===== config.mk =====
export PLATFORM = sky130hd
export DESIGN_NAME = bus_arb
export DESIGN_NICKNAME = d
export VERILOG_FILES = /design/src/rtl/bus_arb.sv
export SDC_FILE = /design/constraint.sdc
export NUM_CORES = 1
export LEC_CHECK = 0
export ABC_AREA = 1
export CAP_MARGIN = 40
export CORE_MARGIN = 5
export CORE_UTILIZATION = 39
export DETAILED_ROUTE_END_ITERATION = 10
export PLACE_DENSITY = 0.81
export SETUP_SLACK_MARGIN = 0.1
export SYNTH_ARGS = -nofsm -noshare
export SYNTH_HDL_FRONTEND = slang
export SYNTH_SLANG_ARGS = --single-unit

===== constraint.sdc =====
create_clock -name clk -period 1.5 [get_ports clk]
set_clock_uncertainty 0.1 [all_clocks]
set_input_delay 0.15 -clock clk [delete_from_list [all_inputs] [get_ports clk]]
set_output_delay 0.15 -clock clk [all_outputs]
set_load 0.02 [all_outputs]

===== src/rtl/bus_arb.sv =====
// bus_arb: two-master round-robin arbiter for the shared core bus.
// Grants one whole transaction at a time and returns a one-cycle
// acknowledge to the winning master. All outputs are registered.
// Optional watchdog: define BUS_ARB_TIMEOUT_EN to abort transactions the
// slave never completes after TIMEOUT_CYCLES bus-wait cycles.
module bus_arb #(
  parameter int unsigned TIMEOUT_CYCLES = 255
) (
  input  logic        clk,
  input  logic        rst,
  // master 0 (CPU core bus port)
  input  logic        m0_rd,
  input  logic        m0_wr,
  input  logic [31:0] m0_addr,
  input  logic [31:0] m0_wdata,
  input  logic [3:0]  m0_wrmask,
  output logic        m0_ack,
  output logic        m0_err,
  output logic [31:0] m0_rdata,
  // master 1 (debug/DMA port)
  input  logic        m1_rd,
  input  logic        m1_wr,
  input  logic [31:0] m1_addr,
  input  logic [31:0] m1_wdata,
  input  logic [3:0]  m1_wrmask,
  output logic        m1_ack,
  output logic        m1_err,
  output logic [31:0] m1_rdata,
  // shared bus
  output logic        o_bus_rd,
  output logic        o_bus_wr,
  output logic [31:0] o_bus_addr,
  output logic [3:0]  o_bus_wrmask,
  output logic [31:0] o_bus_data,
  input  logic        i_bus_rd_valid,
  input  logic        i_bus_wr_valid,
  input  logic [31:0] i_bus_data
);

  typedef enum logic [1:0] {
    IDLE = 2'd0,
    BUS  = 2'd1,
    RESP = 2'd2
  } state_t;

  state_t      state;
  state_t      state_n;

  logic        rr_last;     // master granted most recently
  logic        grant;       // master owning the current transaction
  logic        is_wr;       // current transaction is a write

  logic        req0;
  logic        req1;
  logic        pick1;       // IDLE arbitration result: 1 selects master 1
  logic        start;       // grant issued this cycle
  logic        done_ok;     // matching completion seen in BUS
  logic        timeout;     // watchdog expired in BUS
  logic        finish;      // leave BUS this cycle

  logic        sel_wr;
  logic [31:0] sel_addr;
  logic [31:0] sel_wdata;
  logic [3:0]  sel_wrmask;

  // Arbitration, request field selection and next-state decode
  always_comb begin
    req0       = m0_rd | m0_wr;
    req1       = m1_rd | m1_wr;
    // a lone requester wins; on a tie the master that did not go last wins
    pick1      = req1 & (~req0 | ~rr_last);
    // rd and wr together are treated as a write
    sel_wr     = pick1 ? m1_wr     : m0_wr;
    sel_addr   = pick1 ? m1_addr   : m0_addr;
    sel_wdata  = pick1 ? m1_wdata  : m0_wdata;
    sel_wrmask = pick1 ? m1_wrmask : m0_wrmask;

    state_n = state;
    start   = 1'b0;
    done_ok = 1'b0;
    finish  = 1'b0;
    case (state)
      IDLE: begin
        if (req0 | req1) begin
          start   = 1'b1;
          state_n = BUS;
        end
      end
      BUS: begin
        done_ok = is_wr ? i_bus_wr_valid : i_bus_rd_valid;
        if (done_ok || timeout) begin
          finish  = 1'b1;
          state_n = RESP;
        end
      end
      RESP: begin
        // requests are not examined here, so a held request cannot re-win
        state_n = IDLE;
      end
      default: begin
        state_n = IDLE;
      end
    endcase
  end

  // State register
  always_ff @(posedge clk) begin
    if (rst) begin
      state <= IDLE;
    end else begin
      state <= state_n;
    end
  end

`ifdef BUS_ARB_TIMEOUT_EN
  localparam logic [15:0] TO_LAST = 16'(TIMEOUT_CYCLES - 1);

  logic [15:0] wait_cnt;    // completed BUS cycles of the current transaction

  // Watchdog counter: cleared on grant, counts every BUS cycle
  always_ff @(posedge clk) begin
    if (rst) begin
      wait_cnt <= '0;
    end else if (start) begin
      wait_cnt <= '0;
    end else if (state == BUS) begin
      wait_cnt <= wait_cnt + 16'd1;
    end
  end

  // Expires during the TIMEOUT_CYCLES-th BUS cycle
  always_comb begin
    timeout = (state == BUS) && (wait_cnt == TO_LAST);
  end
`else
  assign timeout = 1'b0;
`endif

  // Grant bookkeeping, bus request registers and master responses
  always_ff @(posedge clk) begin
    if (rst) begin
      rr_last      <= 1'b1;
      grant        <= 1'b0;
      is_wr        <= 1'b0;
      o_bus_rd     <= 1'b0;
      o_bus_wr     <= 1'b0;
      o_bus_addr   <= '0;
      o_bus_wrmask <= '0;
      o_bus_data   <= '0;
      m0_ack       <= 1'b0;
      m0_err       <= 1'b0;
      m0_rdata     <= '0;
      m1_ack       <= 1'b0;
      m1_err       <= 1'b0;
      m1_rdata     <= '0;
    end else begin
      m0_ack   <= 1'b0;
      m0_err   <= 1'b0;
      m0_rdata <= '0;
      m1_ack   <= 1'b0;
      m1_err   <= 1'b0;
      m1_rdata <= '0;

      if (start) begin
        grant        <= pick1;
        rr_last      <= pick1;
        is_wr        <= sel_wr;
        o_bus_rd     <= ~sel_wr;
        o_bus_wr     <= sel_wr;
        o_bus_addr   <= sel_addr;
        o_bus_wrmask <= sel_wrmask;
        o_bus_data   <= sel_wdata;
      end

      if (finish) begin
        o_bus_rd <= 1'b0;
        o_bus_wr <= 1'b0;
        // a completion in the expiry cycle takes priority over the abort
        if (grant) begin
          m1_ack   <= 1'b1;
          m1_err   <= ~done_ok;
          m1_rdata <= (done_ok && !is_wr) ? i_bus_data : '0;
        end else begin
          m0_ack   <= 1'b1;
          m0_err   <= ~done_ok;
          m0_rdata <= (done_ok && !is_wr) ? i_bus_data : '0;
        end
      end
    end
  end

endmodule


# ---- Yosys cells after proc, flatten, opt, wreduce, memory -nomap -nowiden
# Cells that the tools add are included.
dict set report word_totals {
  inputBits 176
  output_inout_bits 138
  word_cells 53
  regBits 143
}
dict set report classes {
  n_mux 16
  n_bitwise 11
  reduce_logical 8
  eq_ne 3
}
# operator count
set ops {}
lappend ops {{32-bit 2-to-1 mux} 3}
lappend ops {{1-bit 2-to-1 mux} 9}
lappend ops {{1-bit inverter} 6}
lappend ops {{3-bit OR reduction} 2}
lappend ops {{2-bit 2-to-1 mux} 2}
lappend ops {{4-bit 2-to-1 mux} 1}
lappend ops {{2-bit != test, second input constant} 2}
lappend ops {{1-bit OR} 4}
lappend ops {{2-bit one-hot mux with 2 select lines} 1}
lappend ops {{2-bit OR reduction} 2}
lappend ops {{2-bit by 1-bit == test with 1-bit output, second input constant} 1}
lappend ops {{2-bit zero test} 1}
lappend ops {{2-bit AND reduction} 1}
lappend ops {{1-bit bitwise AND} 1}
lappend ops {{1-bit logical AND} 1}
lappend ops {{1-bit zero test} 1}

# ---- Logic depth before layout (Yosys ltp)
dict set report depth {
  word_depth 6
  depth_mapped 10
  ltp_nobuf 8
}

# ---- Worst setup path before layout
# Ideal clock, no wire load.
dict set report synth_timing {
  path_kind {register -> register}
  startpoint {register state[1]}
  endpoint {register o_bus_addr[21]}
  path_stages_with_launch 9
  arrival_time_ps 1100
  synth_period_minus_slack_ps 1308
  setup_slack_ps 192
  path_cell_list {dfxtp_1 > nor2_1 > nand2_2 > inv_2 > buf_2 > buf_2 > nand3_1 > nand2_1 > inv_1}
}
dict set report synth_via {
  elab_chain_cells 2
}
# item line_no
set synth_rtl {}
lappend synth_rtl {{from (decl)} 46} ;# state_t state;
lappend synth_rtl {{from (signal assigned)} 111} ;# state <= state_n;
lappend synth_rtl {{2-bit zero test} 82} ;# case (state)
lappend synth_rtl {{1-bit 2-to-1 mux} 82}
lappend synth_rtl {{to (signal assigned)} 170} ;# o_bus_addr <= sel_addr;
lappend synth_rtl {{to (decl)} 32} ;# output logic [31:0] o_bus_addr,
# No other way between the ends.
# A chain may end at the register's enable or synchronous reset.

# ---- Final worst setup path
dict set report layout_timing {
  startpoint {register is_wr}
  endpoint {register m1_rdata[20]}
}
dict set report layout_via {
  elab_chain_cells 5
  elab_cells_between_ends 9
}
# item line_no
set layout_rtl {}
lappend layout_rtl {{from (decl)} 51} ;# logic is_wr;
lappend layout_rtl {{from (signal assigned)} 167} ;# is_wr <= sel_wr;
lappend layout_rtl {{1-bit 2-to-1 mux} 90} ;# done_ok = is_wr ? i_bus_wr_valid : i_bus_rd_valid;
lappend layout_rtl {{1-bit 2-to-1 mux} 91} ;# if (done_ok || timeout) begin
lappend layout_rtl {{1-bit 2-to-1 mux} 82}
lappend layout_rtl {{1-bit inverter (no line)} --}
lappend layout_rtl {{3-bit OR reduction (no line)} --}
lappend layout_rtl {{to (signal assigned)} 182} ;# m1_rdata <= (done_ok && !is_wr) ? i_bus_data : '0;
lappend layout_rtl {{to (decl)} 28} ;# output logic [31:0] m1_rdata,
# Several ways; a longest one is shown, not always the timed one.

==> impl_summary.log <==
INFO  metric rsz_0062_raised_after_global_routing = yes
INFO  metric report.final.setup_viol = 2
INFO  metric cpPeakStageDelay = 0.36 ns
INFO  metric antenna_found_initial = 0
INFO  metric cts_root_buffer = sky130_fd_sc_hd__clkbuf_16
INFO  metric worst_hold_startpoint = i_bus_data[29]
INFO  metric first_pass_drt_iterations = 5
INFO  metric final_core_utilization = 71.6%
INFO  metric reg2regPathDepth = 6
INFO  metric cp.required = 1.75 ns
INFO  metric worst-endpoint-arrival = 1.76 ns
INFO  metric detail_route.vias_per_cell = 4.74
INFO  metric first_global_vias = 5780
INFO  metric fp.dieArea = 0.0171 mm²
INFO  metric dr_total_vias = 6365
INFO  metric post_layout_min_period = 1.51 ns
INFO  metric number_of_clock_buffers_inserted_by_tritoncts = 17
INFO  metric initial_core_util = 39.4%
INFO  metric n_fill_cell = 1076
INFO  metric path_max_fanout = 10
INFO  metric final_min_period_over_clock_period = 101%
INFO  metric detailedPlacementHpwl = 14.3 mm
INFO  metric r2r-end = m1_rdata[20]$_SDFF_PP0_
INFO  metric num_antenna_cells = 0
INFO  metric total_power = 11.6 mW
INFO  metric critical_path.startpoint_type = flip-flop
INFO  metric syn-cell-area = 0.00569 mm²
INFO  metric least_setup_slack_across_all_paths_after_layout = -0.0113 ns
INFO  metric storage_cell_area = 0.00287 mm²
INFO  metric max-clock-path-buffers = 2
INFO  metric design.final.nets = 1322
INFO  metric synth.yosys.seq_area_share = 50.3%
INFO  metric pin_count = 314
INFO  metric area_delta_synth_final = 81.6%
INFO  metric routabilityCongestion = 0.813
INFO  metric worstReg2RegStart = is_wr$_SDFFE_PP0P_
INFO  metric worst_skew_pair.late_latency = 0.41 ns
INFO  metric worstPathCellList = o21ai_2 -> nand2_2 -> nor2_4 -> nand2_4 -> clkbuf_16 -> nor2_1
INFO  metric grt.total_usage = 21.8%
INFO  metric run_status = complete, but fails checks
INFO  metric cts.clk_slew.worst_paths = 0.06 ns
INFO  metric synthCells = 813
INFO  metric max_freq = 662 MHz
INFO  metric cp_slowest_cell = sky130_fd_sc_hd__dfxtp_4
INFO  metric final_common_cell = sky130_fd_sc_hd__clkdlybuf4s50_1
INFO  metric path_class = flip-flop to flip-flop
INFO  metric placedInstanceArea = 0.00917 mm²
INFO  metric number_of_storage_elements_in_the_synthesis_netlist = 143
INFO  metric clock_sinks = 143
INFO  metric multiInputGateArea = 0.00268 mm²
INFO  metric ys.warnings.count = 0
INFO  metric overflow = 0
INFO  metric peakVddDrop = 0.788 mV
INFO  metric die_h = 131 µm
INFO  metric postLayoutCellArea = 0.0103 mm²
INFO  metric layout_common_cells = sky130_fd_sc_hd__clkdlybuf4s50_1 (172), sky130_fd_sc_hd__nor2_1 (154), sky130_fd_sc_hd__nand2_1 (154)
INFO  metric grt_first_pass_wirelength = 28.7 mm
INFO  metric chipWidth = 131 µm
INFO  metric port_buffers = 313
INFO  metric floorplan.rows = 44
INFO  metric violated_checks = negative setup slack
INFO  metric core = 0.0144 mm²
INFO  metric initialDrtViolationCount = 308
INFO  metric hold_depth = 3
INFO  metric grt_max_degree = 47
INFO  metric yosysUniqueCellTypes = 19
INFO  metric cts.htree.levels = 4
INFO  metric detail_route.wl_per_cell = 16.2 µm
INFO  metric synth_area_per_cell = 7.00 µm²
INFO  metric route.final.wire_length = 21.8 mm
INFO  metric min_to = m0_rdata[29]$_SDFF_PP0_
INFO  metric max-cap-violations = 0
INFO  metric drive_gt1_share = 15.4%
INFO  metric tritoncts = yes
INFO  metric reg2reg_slack = -0.01 ns
INFO  metric detail_route.drc_violations = 0
INFO  metric hold_class = input port to flip-flop
INFO  metric leakage_power = 5.17 nW
INFO  metric detail-route-antenna-nets = 0
INFO  metric slew_viol_final = 0
INFO  metric hold_viol = 0
INFO  metric pwr_density_cell = 1120 mW/mm²
INFO  metric crit_path_end_kind = flip-flop
routing by layer:
layer / up-vias / track usage, % / wire, µm
met4: 0 / 9.74 / 647
met5: - / 0 / 0
met1: 2855 / 23.1 / 7820
li1: 3158 / - / -
met2: 306 / 37.8 / 11000
met3: 46 / 8.94 / 2320
sequential cells by signal (all words and copies together) (netlist names), 2 cells and up:
signal / cells
o_bus_wrmask: 4
state: 2
o_bus_addr: 32
m0_rdata: 32
m1_rdata: 32
o_bus_data: 32
kinds of logic (layout without fill, tap and decap cells):
logic type | Yosys count | count (layout) | share of synthesized area, %
buffers and inverters | 132 | 476 | 10.1
flip-flops | 143 | 143 | 50.3
other | 1 | 2 | 0.0659
AND/OR/NAND/NOR | 530 | 531 | 38.8
AO/OA/AOI/OAI | 7 | 7 | 0.726
synthesized netlist by cell type (all sizes together):
cell type,number,share of area (%)
inv,79,5.2
nand2,182,12
a21oi,4,0.35
buf,29,3.3
o211ai,1,0.13
o21ai,2,0.24
conb,1,0.066
nor2,208,14
nand3,140,12
clkbuf,24,1.6
dfxtp,143,50
stage by stage:
step	worst slack (ns)	instances	hold WS [ns]	setup TNS, ns
after CTS	0.0627	1332	0.170	0
after detailed placement	-0.311	1291	0.350	-31.82
after global routing	-0.0986	1343	0.231	-0.650
after global placement	-0.242	1291	0.357	-26.08
after floorplan	0.192	814	0.194	0
final	-0.0113	1343	0.227	-0.0175
what timing repair did:
action / in CTS / in global routing
gates cloned: 0 / 8
setup endpoints to repair: 199 / 161
gates resized for setup: 145 / 170
hold buffers: 1 / 0
hold endpoints to repair: 1 / 0
setup buffers: 8 / 3
pin swaps: 2 / 38
power breakdown:
part | switching (mW) | leakage (nW) | total [mW] | internal [mW]
Sequential | 0.156 | 1.17 | 4.26 | 4.11
Clock | 1.83 | 0.285 | 4.20 | 2.37
Combinational | 1.72 | 3.71 | 3.13 | 1.40
Total | 3.71 | 5.17 | 11.6 | 7.88
critical path, delay by kind of cell (launching register included):
kind	cells	cell delay, ns
AOI/OAI and AO/OA	1	0.13
buffers and inverters	1	0.22
and+or+nand+nor	4	0.64
DFF	1	0.36
worst max-delay path by stage:
stage / start / to / slack [ns] / cells past startpoint
after detailed placement: i_bus_rd_valid / m0_rdata[2]$_SDFF_PP0_ / -0.31 / 9
after global routing: is_wr$_SDFFE_PP0P_ / m1_rdata[20]$_SDFF_PP0_ / -0.1 / 6
final: is_wr$_SDFFE_PP0P_ / m1_rdata[20]$_SDFF_PP0_ / -0.01 / 6
after global placement: i_bus_rd_valid / m1_rdata[1]$_SDFF_PP0_ / -0.24 / 8
after floorplan: state[1]$_SDFFE_PP0P_ / o_bus_addr[21]$_SDFFE_PP0P_ / 0.19 / 8
after CTS: o_bus_wr$_SDFFE_PP0P_ / o_bus_wr / 0.06 / 1
layout make-up:
| cell class | instances | share of cell area (%) |
|---|---|---|
| Timing Repair Buffer | 364 | 35.2 |
| Sequential cell | 143 | 27.8 |
| Multi-Input combinational cell | 540 | 26.0 |
| Clock buffer | 17 | 4.12 |
| Inverter | 79 | 2.99 |
| Tap cell | 184 | 2.23 |
| Clock inverter | 15 | 1.65 |
| Timing Repair inverter | 1 | 0.0848 |
Power figures use the tool's default switching activity.
